File: src/rtl/riscv_cache_biu_arb.sv
// Two-port (dcache=0, icache=1) arbiter sharing one BIU port; grant held until drained.
// Define RV_CACHE_ARB_FIXED_PRIO_EN for fixed priority (port 0 wins ties), else round-robin.
package riscv_cache_biu_arb_pkg;
    typedef enum logic [1:0] {
        BIUCMD_NOP      = 2'd0,
        BIUCMD_READWAY  = 2'd1,
        BIUCMD_WRITEWAY = 2'd2
    } biucmd_t;

    typedef logic [2:0] biu_size_t;
    typedef logic [2:0] biu_prot_t;
endpackage

module riscv_cache_biu_arb
    import riscv_cache_biu_arb_pkg::*;
#(
    parameter int INFLIGHT_DEPTH = 2
) (
    input logic                  clk_i,
    input logic                  rst_ni,
    riscv_cache_biu_arb_if.slave bus
);
    localparam int INFLIGHT_BITS = $clog2(INFLIGHT_DEPTH + 1);
    localparam logic [INFLIGHT_BITS-1:0] INFLIGHT_MAX = INFLIGHT_BITS'(INFLIGHT_DEPTH);
    localparam logic [INFLIGHT_BITS-1:0] INFLIGHT_ONE = INFLIGHT_BITS'(1);

    typedef enum logic [1:0] {IDLE, WAY, NC} state_t;

    state_t                   state_q, state_d;
    logic [1:0]               gnt_q, gnt_d;
    logic [INFLIGHT_BITS-1:0] inflight_q, inflight_d;
`ifndef RV_CACHE_ARB_FIXED_PRIO_EN
    logic                     last_q, last_d;
`endif

    logic       owner, winner;
    logic       stb, stb_accept, rsp_retire;
    logic [1:0] req_vld;
    biucmd_t    biucmd;
    logic [1:0] biucmd_ack, stb_ack, ack, err;

    assign owner = gnt_q[1];

    always_comb begin
        for (int n = 0; n < 2; n++) begin
            req_vld[n] = (bus.req_biucmd_i[n] != BIUCMD_NOP) || bus.req_nc_i[n];
        end
`ifdef RV_CACHE_ARB_FIXED_PRIO_EN
        winner = !req_vld[0];
`else
        // On a tie the port that did not win last time goes next.
        winner = (&req_vld) ? !last_q : req_vld[1];
`endif
    end

    always_comb begin
        // NOTE: every output of this block gets a default first so no path infers a latch.
        state_d    = state_q;
        gnt_d      = gnt_q;
        inflight_d = inflight_q;
`ifndef RV_CACHE_ARB_FIXED_PRIO_EN
        last_d     = last_q;
`endif
        biucmd     = BIUCMD_NOP;
        stb        = 1'b0;
        stb_accept = 1'b0;
        rsp_retire = 1'b0;
        biucmd_ack = '0;
        stb_ack    = '0;
        ack        = '0;
        err        = '0;

        unique case (state_q)
            IDLE: begin
                if (|req_vld) begin
                    gnt_d   = 2'b01 << winner;
`ifndef RV_CACHE_ARB_FIXED_PRIO_EN
                    last_d  = winner;
`endif
                    state_d = (bus.req_biucmd_i[winner] != BIUCMD_NOP) ? WAY : NC;
                end
            end
            WAY: begin
                biucmd            = biucmd_t'(bus.req_biucmd_i[owner]);
                biucmd_ack[owner] = bus.biucmd_ack_i;
                ack[owner]        = bus.biu_ack_i;
                err[owner]        = bus.biu_err_i;
                if (bus.biucmd_ack_i || bus.biu_err_i) begin
                    state_d = IDLE;
                    gnt_d   = '0;
                end
            end
            NC: begin
                stb            = bus.req_nc_i[owner] && (inflight_q < INFLIGHT_MAX);
                stb_accept     = stb && bus.biu_stb_ack_i;
                rsp_retire     = (bus.biu_ack_i || bus.biu_err_i) && (inflight_q != '0);
                stb_ack[owner] = stb_accept;
                ack[owner]     = bus.biu_ack_i;
                err[owner]     = bus.biu_err_i;
                unique case ({stb_accept, rsp_retire})
                    2'b10:   inflight_d = inflight_q + INFLIGHT_ONE;
                    2'b01:   inflight_d = inflight_q - INFLIGHT_ONE;
                    default: inflight_d = inflight_q;
                endcase
                // Exit in the same cycle as the final response once the owner stops asking.
                if (!bus.req_nc_i[owner] && inflight_d == '0) begin
                    state_d = IDLE;
                    gnt_d   = '0;
                end
            end
            default: begin
                state_d = IDLE;
                gnt_d   = '0;
            end
        endcase
    end

    always_ff @(posedge clk_i or negedge rst_ni) begin
        // NOTE: state registers use non-blocking assignments so all of them update together.
        if (!rst_ni) begin
            state_q    <= IDLE;
            gnt_q      <= '0;
            inflight_q <= '0;
`ifndef RV_CACHE_ARB_FIXED_PRIO_EN
            last_q     <= 1'b1;
`endif
        end else begin
            state_q    <= state_d;
            gnt_q      <= gnt_d;
            inflight_q <= inflight_d;
`ifndef RV_CACHE_ARB_FIXED_PRIO_EN
            last_q     <= last_d;
`endif
        end
    end

    assign bus.gnt_o            = gnt_q;
    assign bus.req_biucmd_ack_o = biucmd_ack;
    assign bus.req_stb_ack_o    = stb_ack;
    assign bus.req_ack_o        = ack;
    assign bus.req_err_o        = err;
    assign bus.req_q_o          = bus.biu_q_i;
    assign bus.req_inflight_o   = inflight_q;

    assign bus.biucmd_o   = biucmd;
    assign bus.biu_stb_o  = stb;
    assign bus.biu_adri_o = bus.req_adr_i[owner];
    assign bus.biu_size_o = bus.req_size_i[owner];
    assign bus.biu_prot_o = bus.req_prot_i[owner];
    assign bus.biu_we_o   = bus.req_we_i[owner];
    assign bus.biu_d_o    = bus.req_d_i[owner];
endmodule

File: src/rtl/riscv_cache_biu_arb_if.sv
// Cache-side and BIU-side signal bundle for riscv_cache_biu_arb.
// Per-port request fields are packed [port][field]; the arbiter uses the slave modport.
interface riscv_cache_biu_arb_if #(
    parameter int XLEN           = 32,
    parameter int PLEN           = (XLEN == 32) ? 34 : 56,
    parameter int INFLIGHT_DEPTH = 2
);
    localparam int INFLIGHT_BITS = $clog2(INFLIGHT_DEPTH + 1);

    // Cache hit stages (port 0 = data cache, port 1 = instruction cache)
    logic [1:0][1:0]      req_biucmd_i;
    logic [1:0]           req_nc_i;
    logic [1:0][PLEN-1:0] req_adr_i;
    logic [1:0][2:0]      req_size_i;
    logic [1:0][2:0]      req_prot_i;
    logic [1:0]           req_we_i;
    logic [1:0][XLEN-1:0] req_d_i;
    logic [1:0]           gnt_o;
    logic [1:0]           req_biucmd_ack_o;
    logic [1:0]           req_stb_ack_o;
    logic [1:0]           req_ack_o;
    logic [1:0]           req_err_o;
    logic [XLEN-1:0]      req_q_o;
    logic [INFLIGHT_BITS-1:0] req_inflight_o;

    // BIU
    logic [1:0]           biucmd_o;
    logic                 biu_stb_o;
    logic [PLEN-1:0]      biu_adri_o;
    logic [2:0]           biu_size_o;
    logic [2:0]           biu_prot_o;
    logic                 biu_we_o;
    logic [XLEN-1:0]      biu_d_o;
    logic                 biucmd_ack_i;
    logic                 biu_stb_ack_i;
    logic                 biu_ack_i;
    logic                 biu_err_i;
    logic [XLEN-1:0]      biu_q_i;

    modport slave (
        input  req_biucmd_i, req_nc_i, req_adr_i, req_size_i, req_prot_i, req_we_i, req_d_i,
        output gnt_o, req_biucmd_ack_o, req_stb_ack_o, req_ack_o, req_err_o, req_q_o,
               req_inflight_o,
        output biucmd_o, biu_stb_o, biu_adri_o, biu_size_o, biu_prot_o, biu_we_o, biu_d_o,
        input  biucmd_ack_i, biu_stb_ack_i, biu_ack_i, biu_err_i, biu_q_i
    );

    modport master (
        output req_biucmd_i, req_nc_i, req_adr_i, req_size_i, req_prot_i, req_we_i, req_d_i,
        input  gnt_o, req_biucmd_ack_o, req_stb_ack_o, req_ack_o, req_err_o, req_q_o,
               req_inflight_o,
        input  biucmd_o, biu_stb_o, biu_adri_o, biu_size_o, biu_prot_o, biu_we_o, biu_d_o,
        output biucmd_ack_i, biu_stb_ack_i, biu_ack_i, biu_err_i, biu_q_i
    );
endinterface

File: src/flat_wrapper.sv
// flat-port wrapper written by rule: the top's interface ports become plain ports
module riscv_cache_biu_arb_flat import riscv_cache_biu_arb_pkg::*;
#(
    parameter int INFLIGHT_DEPTH = 2
)
  (clk_i, rst_ni, bus_req_biucmd_i, bus_req_nc_i, bus_req_adr_i, bus_req_size_i, bus_req_prot_i, bus_req_we_i, bus_req_d_i, bus_gnt_o, bus_req_biucmd_ack_o, bus_req_stb_ack_o, bus_req_ack_o, bus_req_err_o, bus_req_q_o, bus_req_inflight_o, bus_biucmd_o, bus_biu_stb_o, bus_biu_adri_o, bus_biu_size_o, bus_biu_prot_o, bus_biu_we_o, bus_biu_d_o, bus_biucmd_ack_i, bus_biu_stb_ack_i, bus_biu_ack_i, bus_biu_err_i, bus_biu_q_i);
  riscv_cache_biu_arb_if #(.INFLIGHT_DEPTH(INFLIGHT_DEPTH)) bus_i ();
  input logic clk_i;
  input logic rst_ni;
  input wire logic [$bits(bus_i.req_biucmd_i)-1:0] bus_req_biucmd_i;
  input wire logic [$bits(bus_i.req_nc_i)-1:0] bus_req_nc_i;
  input wire logic [$bits(bus_i.req_adr_i)-1:0] bus_req_adr_i;
  input wire logic [$bits(bus_i.req_size_i)-1:0] bus_req_size_i;
  input wire logic [$bits(bus_i.req_prot_i)-1:0] bus_req_prot_i;
  input wire logic [$bits(bus_i.req_we_i)-1:0] bus_req_we_i;
  input wire logic [$bits(bus_i.req_d_i)-1:0] bus_req_d_i;
  output wire logic [$bits(bus_i.gnt_o)-1:0] bus_gnt_o;
  output wire logic [$bits(bus_i.req_biucmd_ack_o)-1:0] bus_req_biucmd_ack_o;
  output wire logic [$bits(bus_i.req_stb_ack_o)-1:0] bus_req_stb_ack_o;
  output wire logic [$bits(bus_i.req_ack_o)-1:0] bus_req_ack_o;
  output wire logic [$bits(bus_i.req_err_o)-1:0] bus_req_err_o;
  output wire logic [$bits(bus_i.req_q_o)-1:0] bus_req_q_o;
  output wire logic [$bits(bus_i.req_inflight_o)-1:0] bus_req_inflight_o;
  output wire logic [$bits(bus_i.biucmd_o)-1:0] bus_biucmd_o;
  output wire logic [$bits(bus_i.biu_stb_o)-1:0] bus_biu_stb_o;
  output wire logic [$bits(bus_i.biu_adri_o)-1:0] bus_biu_adri_o;
  output wire logic [$bits(bus_i.biu_size_o)-1:0] bus_biu_size_o;
  output wire logic [$bits(bus_i.biu_prot_o)-1:0] bus_biu_prot_o;
  output wire logic [$bits(bus_i.biu_we_o)-1:0] bus_biu_we_o;
  output wire logic [$bits(bus_i.biu_d_o)-1:0] bus_biu_d_o;
  input wire logic [$bits(bus_i.biucmd_ack_i)-1:0] bus_biucmd_ack_i;
  input wire logic [$bits(bus_i.biu_stb_ack_i)-1:0] bus_biu_stb_ack_i;
  input wire logic [$bits(bus_i.biu_ack_i)-1:0] bus_biu_ack_i;
  input wire logic [$bits(bus_i.biu_err_i)-1:0] bus_biu_err_i;
  input wire logic [$bits(bus_i.biu_q_i)-1:0] bus_biu_q_i;
  assign bus_i.req_biucmd_i = bus_req_biucmd_i;
  assign bus_i.req_nc_i = bus_req_nc_i;
  assign bus_i.req_adr_i = bus_req_adr_i;
  assign bus_i.req_size_i = bus_req_size_i;
  assign bus_i.req_prot_i = bus_req_prot_i;
  assign bus_i.req_we_i = bus_req_we_i;
  assign bus_i.req_d_i = bus_req_d_i;
  assign bus_gnt_o = bus_i.gnt_o;
  assign bus_req_biucmd_ack_o = bus_i.req_biucmd_ack_o;
  assign bus_req_stb_ack_o = bus_i.req_stb_ack_o;
  assign bus_req_ack_o = bus_i.req_ack_o;
  assign bus_req_err_o = bus_i.req_err_o;
  assign bus_req_q_o = bus_i.req_q_o;
  assign bus_req_inflight_o = bus_i.req_inflight_o;
  assign bus_biucmd_o = bus_i.biucmd_o;
  assign bus_biu_stb_o = bus_i.biu_stb_o;
  assign bus_biu_adri_o = bus_i.biu_adri_o;
  assign bus_biu_size_o = bus_i.biu_size_o;
  assign bus_biu_prot_o = bus_i.biu_prot_o;
  assign bus_biu_we_o = bus_i.biu_we_o;
  assign bus_biu_d_o = bus_i.biu_d_o;
  assign bus_i.biucmd_ack_i = bus_biucmd_ack_i;
  assign bus_i.biu_stb_ack_i = bus_biu_stb_ack_i;
  assign bus_i.biu_ack_i = bus_biu_ack_i;
  assign bus_i.biu_err_i = bus_biu_err_i;
  assign bus_i.biu_q_i = bus_biu_q_i;
  riscv_cache_biu_arb #(.INFLIGHT_DEPTH(INFLIGHT_DEPTH)) u_core (.clk_i(clk_i), .rst_ni(rst_ni), .bus(bus_i));
endmodule
File: config.mk
export PLATFORM = sky130hd
export DESIGN_NAME = riscv_cache_biu_arb_flat
export DESIGN_NICKNAME = d
export VERILOG_FILES = /design/src/rtl/riscv_cache_biu_arb.sv /design/src/rtl/riscv_cache_biu_arb_if.sv /design/src/flat_wrapper.sv
export SDC_FILE = /design/constraint.sdc
export NUM_CORES = 1
export LEC_CHECK = 0
export ABC_AREA = 1
export CORE_AREA = 3 3 118 120
export CTS_BUF_LIST = sky130_fd_sc_hd__clkbuf_8
export DETAILED_ROUTE_END_ITERATION = 6
export DIE_AREA = 0 0 121 123
export DONT_BUFFER_PORTS = 1
export GPL_TIMING_DRIVEN = 0
export PLACE_DENSITY = 0.3
export SLEW_MARGIN = 10
export SYNTH_ARGS = -nofsm -noshare
export SYNTH_HDL_FRONTEND = slang
export SYNTH_SLANG_ARGS = --single-unit
File: constraint.sdc
create_clock -name clk_i -period 2.3 [get_ports clk_i]
set_input_delay 0.46 -clock clk_i [delete_from_list [all_inputs] [get_ports clk_i]]
set_output_delay 0.46 -clock clk_i [all_outputs]
set_load 0.005 [all_outputs]
==> metrics <==
sw frac 62.18%; Post-Synth XOR/XNOR Area 0%; worst vdd ir 0.2605 mV; internal power consumption 769.8 uW; final setup fails 0; critical path class flip-flop to output port; H-tree levels 1; layout cell share with drive strength beyond 1 12.80%; first-pass GRT wire length 10,530 microns; clk sink count 7; core area 13,090 sq um; Synth Area per Inst 4.768 sq um; Setup Skew 1.069 ps; Starting Density 13.48%; HP Class input port to asynchronous set/reset pin; Relative slew margins 70.49%; Synth Area in Compound Gates 3.121%; IO Pins 310; post-CTS setup buffer count 0; vias in the first global route 1,746; commonest non-fill, non-tap cell in the layout nand2_1; final WL 8689 microns; Adder-Cell Fraction of Synth Area 2.837%; die area 14,880 sq um; fraction of synthesized area in multiplexers 0%; simple-gate share of the synthesized area 62.62%; RSZ-0062 raised after global routing false; post-synth top area share 53.62%; fill cell count 1,534; Warnings, synthesis 0; main combinational cell family by area after synthesis simple AND/OR/NAND/NOR gates; Peak Freq 483.6 MHz; initial DRC count 94; crit start category flip-flop; Period minus WS final 2068 ps; clock power share 8.2%; area leader, netlist nand2_1; Post-Synthesis Cell Area 1764 sq um; number of synthesized register bits 7; largest net degree at the start of global routing 11; Leakage 0.001208 uW; Post-Syn Nets 564; Wirelength per Cell 15.77 microns; register area share after synthesis 10.00%; power share of the sequential group 12.1%; Final Hold Viols 0; Net Sw Power 1265 uW; most frequent cells in the layout nand2_1, buf_4, inv_1, clkbuf_1, nor2_1; chip height 123 microns; Std-Cell Rows 42; cts bufs inserted 3; Skew-Pair Late Insertion Delay 220 ps; CP Max Fanout 10; routability cong. 0.6987; ant diodes 0; iteration count of the initial detailed-routing pass 4; Longest Clk Path Bufs 2; top area cells in the synthesized netlist nand2_1, buf_4, dfrtp_1; CP endpoint kind output port; CP arrival 1610 ps; power share of the combinational group 79.7%; grt total ovfl 0; root buf cell clkbuf_8; Worst R2R Setup Slack 250 ps; max-cap violations 0; port bufs 0; outcome completed; RR Startpoint u_core.bus.gnt_o[1]; CP startpoint u_core.bus.gnt_o[1]; area grow syn2layout 15.74%; Period Utilization, post-route 89.90%; final net count 570; Routed Antenna Nets 0; CTS tree yes; hold_ws 78.49 ps; post-synth cell types 21; WP data required 1840 ps; worst slew pin tran 442.6 ps; r2r endpoint u_core.bus.gnt_o[1]; DR vias 2,206; worst-case reg-to-reg path depth 12; cells after synthesis 370; hpwl dp 7536 microns; Residual DRC 0; register clock-pin slew on the reported worst setup and hold paths 40 ps; die width 121 microns; number of antenna violations at the first check in global routing 0; GRT Resource Usage Total 9.183%; vias per std cell 4.004; setup TNS 0 ps; Slew Limit Fails 0; PD cells 996.7 nW/um^2
==> how the worst max path moves through the flow <==
stage / endpoint / slack [ps] / cells after the start
2_1_floorplan: u_core.bus.gnt_o[0] / 590 / 13
6_report: bus_biu_adri_o[10] / 230 / 6
3_5_place_dp: u_core.bus.gnt_o[1] / 170 / 12
3_3_place_gp: u_core.bus.gnt_o[1] / 200 / 13
4_1_cts: bus_biu_adri_o[21] / 8 / 4
5_1_grt: u_core.bus.gnt_o[1] / 20 / 12
==> layout make-up <==
class	count	area [sq um]	area share, %
clock buffers	3	41.29	2.022
multi-input cells	298	1210	59.25
repair buffers	1	10.01	0.4902
clock inverters	1	3.754	0.1838
inverters	16	62.56	3.064
flip-flops and latches	7	176.4	8.640
plain buffers	49	317.8	15.56
well taps	176	220.2	10.78
==> what timing repair did <==
| item | 4_1_cts | 5_1_grt |
|---|---|---|
| endpoints found under the setup margin | 2 | 3 |
| hold buffers | 1 | 0 |
| endpoints found under the hold margin | 6 | 0 |
| gates resized for setup | 1 | 2 |
==> worst max-delay path, stage by stage (launching register included) <==
cell and delay (ps):
dfrtp_1 410, buf_6 180, inv_4 120, buf_2 250, buf_2 250, nand2_1 90
nand2_1 90
==> sequential cells by signal (all words and copies together) (netlist names) <==
| name | flops |
|---|---|
| u_core.bus.gnt_o | 2 |
| u_core.bus.req_inflight_o | 2 |
| u_core.state_q | 2 |
| u_core.last_q | 1 |
==> synth_stat cells, drive strengths merged <==
| cell | instances |
|---|---|
| buf | 36 |
| inv | 16 |
| nand4 | 2 |
| a21oi | 2 |
| nand2 | 255 |
| a22oi | 1 |
| dfrtp | 6 |
| dfstp | 1 |
| nor2 | 12 |
| nand3 | 8 |
| ha | 4 |
| clkbuf | 13 |
| nor3 | 7 |
| o21ai | 6 |
| a21boi | 1 |
==> metrics by stage <==
| step | worst slack (ps) | cells | utilization, % | cell area (sq um) | power [uW] |
|---|---|---|---|---|---|
| CTS | 8.381 | 551 | 15.60 | 2041 | 2091 |
| finish | 232.2 | 551 | 15.61 | 2042 | 2035 |
| detailed placement | 174.5 | 546 | 15.17 | 1984 | 1906 |
| global route | 20.31 | 551 | 15.61 | 2042 | 2318 |
| global placement | 202.1 | 546 | 15.17 | 1984 | 1916 |
| floorplan | 585.4 | 370 | - | 1764 | 1457 |
==> power groups by stage <==
stage	combinational, uW	sequential, uW	clock [uW]
3_5_place_dp	1650	251	0
6_report	1620	247	166
2_1_floorplan	1230	232	0
5_1_grt	1880	256	179
3_3_place_gp	1660	254	0
4_1_cts	1670	249	172
==> logic make-up (layout without fill, tap and decap cells) <==
family / count (synthesis) / in the layout
flops: 7 / 7
compound gates: 10 / 10
buf+inv: 65 / 70
fa+ha+maj: 4 / 4
simple gates: 284 / 284
==> per-layer routing <==
layer | up-vias | global-route usage (%) | wire length (microns)
li1 | 1091 | - | -
met1 | 985 | 11.99 | 3449
met2 | 126 | 16.08 | 4474
met3 | 4 | 1.784 | 738
met4 | 0 | 1.275 | 28
met5 | - | 0 | 0
No activity file was read; power rests on OpenSTA's default activity.
